[config.mk]
export PLATFORM = sky130hd
export DESIGN_NAME = morse_player
export DESIGN_NICKNAME = d
export VERILOG_FILES = /design/src/rtl/morse_player.sv
export SDC_FILE = /design/constraint.sdc
export NUM_CORES = 1
export LEC_CHECK = 0
export CAP_MARGIN = 20
export CELL_PAD_IN_SITES_DETAIL_PLACEMENT = 0
export CELL_PAD_IN_SITES_GLOBAL_PLACEMENT = 1
export CORE_MARGIN = 2
export CORE_UTILIZATION = 32
export DETAILED_ROUTE_END_ITERATION = 8
export PLACE_DENSITY_LB_ADDON = 0.08
export SKIP_LAST_GASP = 1
export SLEW_MARGIN = 10
export SYNTH_ARGS = -nofsm -noshare
export SYNTH_HDL_FRONTEND = slang
export SYNTH_SLANG_ARGS = --single-unit
export TNS_END_PERCENT = 5
[constraint.sdc]
create_clock -name clk -period 9.4 [get_ports clk]
set_input_delay 1.88 -clock clk [delete_from_list [all_inputs] [get_ports clk]]
set_output_delay 1.88 -clock clk [all_outputs]
set_load 0.03 [all_outputs]
[src/rtl/morse_player.sv]
// Morse playback engine: serialises packed code slots MSB first, one bit per time unit,
// gating a free-running square tone onto beep, with start/abort/repeat handshaking.
module morse_player #(
  parameter int NUM_SLOTS = 8,
  parameter int SLOT_BITS = 18,
  parameter int TONE_HALF = 15000,
  parameter int UNIT_BASE = 50000000
) (
  input  logic                              clk,
  input  logic                              rst,
  input  logic                              start,
  input  logic                              abort,
  input  logic [1:0]                        speed_sel,
  input  logic [NUM_SLOTS-1:0]              slot_en,
  input  logic                              repeat_en,
  input  logic [NUM_SLOTS*SLOT_BITS-1:0]    code,
  output logic                              beep,
  output logic                              busy,
  output logic                              done,
  output logic [$clog2(NUM_SLOTS)-1:0]      cur_slot
);

  // state | meaning
  // IDLE  | waiting for start; outputs quiet
  // SEEK  | examining one slot per cycle for its enable bit
  // PLAY  | shifting out the current slot, one bit per unit
  // FIN   | end of pass: pulse done, or restart when repeating
  typedef enum logic [1:0] {IDLE, SEEK, PLAY, FIN} state_t;

  localparam int SW = $clog2(NUM_SLOTS);
  localparam int BW = $clog2(SLOT_BITS);
  localparam int TW = $clog2(TONE_HALF);
  localparam int UW = $clog2(4 * UNIT_BASE);
  localparam int CW = NUM_SLOTS * SLOT_BITS;
  localparam int IW = $clog2(CW);

  state_t state, state_n;

  logic [TW-1:0]        tone_cnt;
  logic                 tone_phase;
  logic [CW-1:0]        code_q;
  logic [NUM_SLOTS-1:0] en_q;
  logic                 rep_q;
  logic [UW-1:0]        unit_last;
  logic [UW-1:0]        unit_cnt;
  logic [BW-1:0]        bit_idx;
  logic [SW-1:0]        slot;
  logic [SW-1:0]        en_pos;
  logic [IW-1:0]        bit_pos;
  logic                 en_cur, bit_val, unit_end, last_bit, last_slot;

  // slot_en is laid out like code: its MSB belongs to slot 0
  assign en_pos    = SW'(NUM_SLOTS - 1) - slot;
  assign en_cur    = en_q[en_pos];
  assign bit_pos   = IW'((NUM_SLOTS - int'(slot)) * SLOT_BITS - 1 - int'(bit_idx));
  assign bit_val   = code_q[bit_pos];
  assign unit_end  = (unit_cnt == unit_last);
  assign last_bit  = (bit_idx == BW'(SLOT_BITS - 1));
  assign last_slot = (slot == SW'(NUM_SLOTS - 1));
  assign cur_slot  = slot;

  always_ff @(posedge clk) begin
    if (rst) begin
      tone_cnt   <= '0;
      tone_phase <= 1'b0;
    end else if (tone_cnt == TW'(TONE_HALF - 1)) begin
      tone_cnt   <= '0;
      tone_phase <= ~tone_phase;
    end else begin
      tone_cnt   <= tone_cnt + 1'b1;
    end
  end

  always_ff @(posedge clk) begin
    if (rst) state <= IDLE;
    else     state <= state_n;
  end

  always_comb begin
    state_n = state;
    case (state)
      IDLE: if (start) state_n = SEEK;
      SEEK: begin
        if (abort)          state_n = IDLE;
        else if (en_cur)    state_n = PLAY;
        else if (last_slot) state_n = FIN;
      end
      PLAY: begin
        if (abort)                     state_n = IDLE;
        else if (unit_end && last_bit) state_n = last_slot ? FIN : SEEK;
      end
      FIN: begin
        if (abort)      state_n = IDLE;
        else if (rep_q) state_n = SEEK;
        else            state_n = IDLE;
      end
      default: state_n = IDLE;
    endcase
  end

  always_ff @(posedge clk) begin
    if (rst) begin
      code_q    <= '0;
      en_q      <= '0;
      rep_q     <= 1'b0;
      unit_last <= '0;
      unit_cnt  <= '0;
      bit_idx   <= '0;
      slot      <= '0;
      beep      <= 1'b0;
      busy      <= 1'b0;
      done      <= 1'b0;
    end else begin
      beep <= (state == PLAY) && !abort && tone_phase && bit_val;
      busy <= (state_n != IDLE);
      done <= (state == FIN) && !abort && !rep_q;
      case (state)
        IDLE: if (start) begin
          code_q    <= code;
          en_q      <= slot_en;
          rep_q     <= repeat_en;
          unit_last <= UW'(UNIT_BASE * (int'(speed_sel) + 1) - 1);
          slot      <= '0;
        end
        SEEK: if (!abort) begin
          if (en_cur) begin
            bit_idx  <= '0;
            unit_cnt <= '0;
          end else if (!last_slot) begin
            slot <= slot + 1'b1;
          end
        end
        PLAY: if (!abort) begin
          if (unit_end) begin
            unit_cnt <= '0;
            if (last_bit) begin
              bit_idx <= '0;
              if (!last_slot) slot <= slot + 1'b1;
            end else begin
              bit_idx <= bit_idx + 1'b1;
            end
          end else begin
            unit_cnt <= unit_cnt + 1'b1;
          end
        end
        FIN: if (!abort && rep_q) slot <= '0;
        default: ;
      endcase
    end
  end

endmodule
After elaboration in Yosys (flattened, before gate mapping)
Cells that the tools add are included.
{ "totals": {"out_inout_bits": 6, "input_bits": 159, "reg_bits": 237, "elab_cells": 94} }
{ "op_classes": {"muxes": 34, "multipliers": 2, "reduce_logical": 17, "n_bitwise": 1, "n_lt_le_gt_ge": 2, "eq_ne": 15, "n_addsub": 10} }
{ "op_table": {"columns": ["operator", "n"], "rows": [
  ["$mux W28", 4],
  ["$pmux W28 S2", 1],
  ["$add A28 B1 Y28 const B", 1],
  ["$eq A28 B28 Y1", 1],
  ["$sub A28 B1 Y28 const B", 1],
  ["$mux W5", 5],
  ["$mux W3", 8],
  ["$mul A19 B3 Y21 const A", 1],
  ["$add A14 B1 Y14 const B", 1],
  ["$eq A14 B14 Y1 const B", 1],
  ["$mux W2", 7],
  ["$ne A2 B2 Y1 const B", 7],
  ["$pmux W3 S4", 1],
  ["$pmux W5 S2", 1],
  ["$lt A8 B9 Y1 const B", 1],
  ["$bmux W1 S8", 1],
  ["$pmux W2 S4", 1],
  ["$sub A8 B2 Y8 const B", 1],
  ["$sub A8 B6 Y8", 1],
  ["$logic_and A1 B1 Y1", 7],
  ["$mul A5 B5 Y7 const B", 1],
  ["$reduce_and A7 Y1", 1],
  ["$add A5 B1 Y5 const B", 1],
  ["$eq A5 B5 Y1 const B", 1],
  ["19 further kinds", 25]
]} }

Depth between registers and ports, before layout
{ "depth": {"depth_word": 7, "mapped_depth": 12, "mapped_depth_nobuf": 11} }

Worst setup path before layout
No wires, ideal clock.
{ "synth_timing": {"path_kind": "input -> register", "start": "input port speed_sel[0]", "end": "register unit_last[24]", "stages": 11, "arrival_ns": 4.141, "setup_time_ns": 0.086, "t_required_ns": 9.314, "path_buffers": 1, "setup_slack_ns": 5.174, "cell_sequence": "clkbuf_1 inv_1 ha_1 xnor2_1 ha_1 a31o_2 a41oi_1 xnor2_1 nor4b_1 xor2_1 a211oi_1"} }
{ "synth_between": {"elab_chain_len": 3} }
{ "synth_rtl": {"columns": ["item", "line_no", "source"], "rows": [
  ["start, declared", "13", "input logic [1:0] speed_sel,"],
  ["$add A2 B1 Y3", "122", "unit_last <= UW'(UNIT_BASE * (int'(speed_sel) + 1) - 1);"],
  ["$mul A19 B3 Y21", "122", null],
  ["$sub A28 B1 Y28", "122", null],
  ["end signal, assigned", "122", null],
  ["end, declared", "44", "logic [UW-1:0] unit_last;"]
]} }
No other way between the ends.
A chain may end at the register's enable or synchronous reset.

Final worst setup path
Ends and elaborated chain as after synthesis.

==> run summary <==
Post-synth EDFFs: 0
clock buffer depth: 3
Worst-path clk slew: 50 ps
LEAKAGE: 4.99 nW
Slew Limit Fails: 0
Distinct cells, synth: 54
Logic pwr share: 16.5%
final setup TNS: 0 ps
final WL: 28300 microns
Max IR drop VDD: 0.119 mV
GRT Overall Usage: 16.5%
CP cell instances: clkdlybuf4s50_1 -> inv_1 -> ha_1 -> xnor2_1 -> ha_1 -> a31o_2 -> a41oi_1 -> xnor2_1 -> nor4b_1 -> xor2_1 -> a211oi_1
crit path DAT: 4790 ps
hpwl dp: 18700 microns
met2 usage: 26.6%
Tot Pwr: 2.52 mW
worst min path class: flip-flop to flip-flop
first-pass GRT wire length: 45300 microns
clk_lat worst skew: 540 ps
fmax: 226 MHz
Layout Area Growth over Synthesis: 27.5%
met1 track demand over resource: 23.1%
initial antenna violation count: 4
die height: 185 microns
TritonCTS clock tree: done
syn nets: 1423
Top FF cell, synth: dfxtp_1
Yosys warnings: 0
crit path max-delay cell type: clkdlybuf4s50_1
vias in the first global route: 8459
Via-to-Cell Ratio: 4.74
cells after synthesis: 1233
synthesized flop and latch total: 228
Nets: 1546
io pins: 165
minimum clock period: 4430 ps
reg2reg path depth: 11
Slew Limit Headroom: 30.0%
status: complete, no violations
worst setup margin: 4970 ps
Synth Cell Area: 10500 sq um
clock skew: 26.0 ps
CTS Root Cell: clkbuf_16
GR peak layer: met2
Pwr per Cell Area: 188 nW/um^2
CP max FO: 11
mean post-synth cell area: 8.51 sq um
Multi-input gate area: 5580 sq um
Wirelength per Cell: 15.5 microns
part of the power in the clock network: 41.3%
TritonRoute pass-1 iters: 4
Filler cells: 3329
Storage cell area: 4570 sq um
die area: 34300 sq um
grt met3 use: 3.03%
max incr delay on CP: 710 ps
Sw Share: 26.5%
most frequent cells in the layout: nand2_1 (353), dfxtp_1 (227), a21oi_1 (183)
total CTS buffers: 27
cts hold-fix bufs: 0
post-synthesis sequential area ratio: 43.5%
Setup Buffers After CTS: 0
Setup WS pre-CTS: 4420 ps
Hold Path Depth: 1
crit end category: flip-flop
max-cap check violation count: 0
htree depth: 1
CP required: 9750 ps
Post-CTS Resized: 0
Worst-Margin Slew: 1050 ps
total number of vias: 8622
layout cell share with drive strength beyond 1: 8.07%
final setup vio count: 0
startpoint types: primary input
net load switching power: 0.668 mW
Routed Antenna Nets: 0
sequential share of power: 42.2%
GP Congestion: 0.738
drt drc: 0
1st-iter DRT viols: 405
Final Hold Viols: 0
pin count of the biggest net entering global routing: 106
# clock sinks: 228
asr flop ratio synth: 0%
worst setup path category: primary input to flip-flop
port bufs: 164
Row Count: 66
RSZ-0062 raised after global routing: false
chip width: 185 microns
core area: 32500 sq um
most common cell after layout, fill and taps aside: nand2_1
Int Pwr: 1.85 mW
Initial Util: 32.3%
total grt overflow: 0
crit share post-route: 47.1%
Final Util: 41.3%
[final timing paths]
path	startpoint	to	slack, ps
setup / recovery	speed_sel[0]	unit_last[24]	4970
hold / removal	tone_cnt[0]	tone_cnt[0]	450
setup reg to reg	cur_slot[0]	beep	5560
hold reg to reg	tone_cnt[0]	tone_cnt[0]	450
[cells by family after synthesis]
family                     synth area share, %
DFF                                       43.5
AOI/OAI and AO/OA                         11.7
other                                   0.0357
adders and majority gates                 3.77
xor gates and xnor gates                  5.92
buffers and inverters                     3.58
muxes                                     10.3
and+or+nand+nor                           21.3
[area by class of cell]
class | instances | share of cell area [%]
antenna | 2 | 0.0374
sequential | 228 | 34.1
timing repair buffer | 174 | 12.8
multi-input combinational | 907 | 41.7
clock buffer | 41 | 6.19
clock inverter | 8 | 0.542
inverter | 18 | 0.505
tap | 442 | 4.13
[power by group through the flow]
stage	logic (mW)	registers [mW]	clock network, mW
final	0.416	1.06	1.04
after global routing	0.466	1.07	1.12
after CTS	0.426	1.06	1.08
after detailed placement	0.425	1.09	0
after global placement	0.424	1.08	0
after floorplan	0.270	1.08	0
[per-stage QoR]
stage	hold slack, ps	cell area, sq um	std cells
after floorplan	418	10500	1233
after global placement	432	12500	1769
after detailed placement	441	12500	1769
after CTS	453	13400	1818
after global routing	470	13400	1819
final	447	13400	1820
[routing by layer]
| metal | up-vias | part of all wire, % |
|---|---|---|
| li1 | 4429 | - |
| met3 | 42 | 4.2 |
| met5 | - | 0.081 |
| met2 | 142 | 46 |
| met4 | 4 | 1.9 |
| met1 | 4005 | 48 |
[state kept, by name (all words and copies together), names as in the netlist]
| signal | flops |
|---|---|
| code_q | 144 |
| unit_cnt | 28 |
| unit_last | 19 |
| tone_cnt | 14 |
| en_q | 8 |
| bit_idx | 5 |
| cur_slot | 3 |
| state | 2 |
| beep | 1 |
| busy | 1 |
| done | 1 |
| rep_q | 1 |
| tone_phase | 1 |
[synthesized netlist by cell type (4+ instances only)]
master,instances,area (sq um)
nand2_1,354,1330
dfxtp_1,228,4560
a21oi_1,183,916
clkbuf_1,70,263
nor2_1,68,255
xor2_1,43,377
mux4_2,42,946
ha_1,30,375
xnor2_1,28,245
nand3_1,21,105
inv_1,18,67.6
nand4_1,17,106
a211oi_1,11,82.6
and3_1,11,68.8
mux2i_1,11,110
nor2b_1,10,62.6
o21ai_0,10,50.1
buf_1,6,22.5
a21o_1,5,37.5
and2_1,5,31.3
nor3_1,5,25.0
or3_1,5,31.3
nand2b_1,4,25.0
nor4_1,4,25.0
[critical path: cells and delay by family]
| kind | cells | cell delay [ps] |
|---|---|---|
| compound gates | 3 | 510 |
| buf+inv | 2 | 890 |
| fa+ha+maj | 2 | 660 |
| xor+xnor | 3 | 480 |
| simple gates | 1 | 370 |
Power figures use the tool's default switching activity.
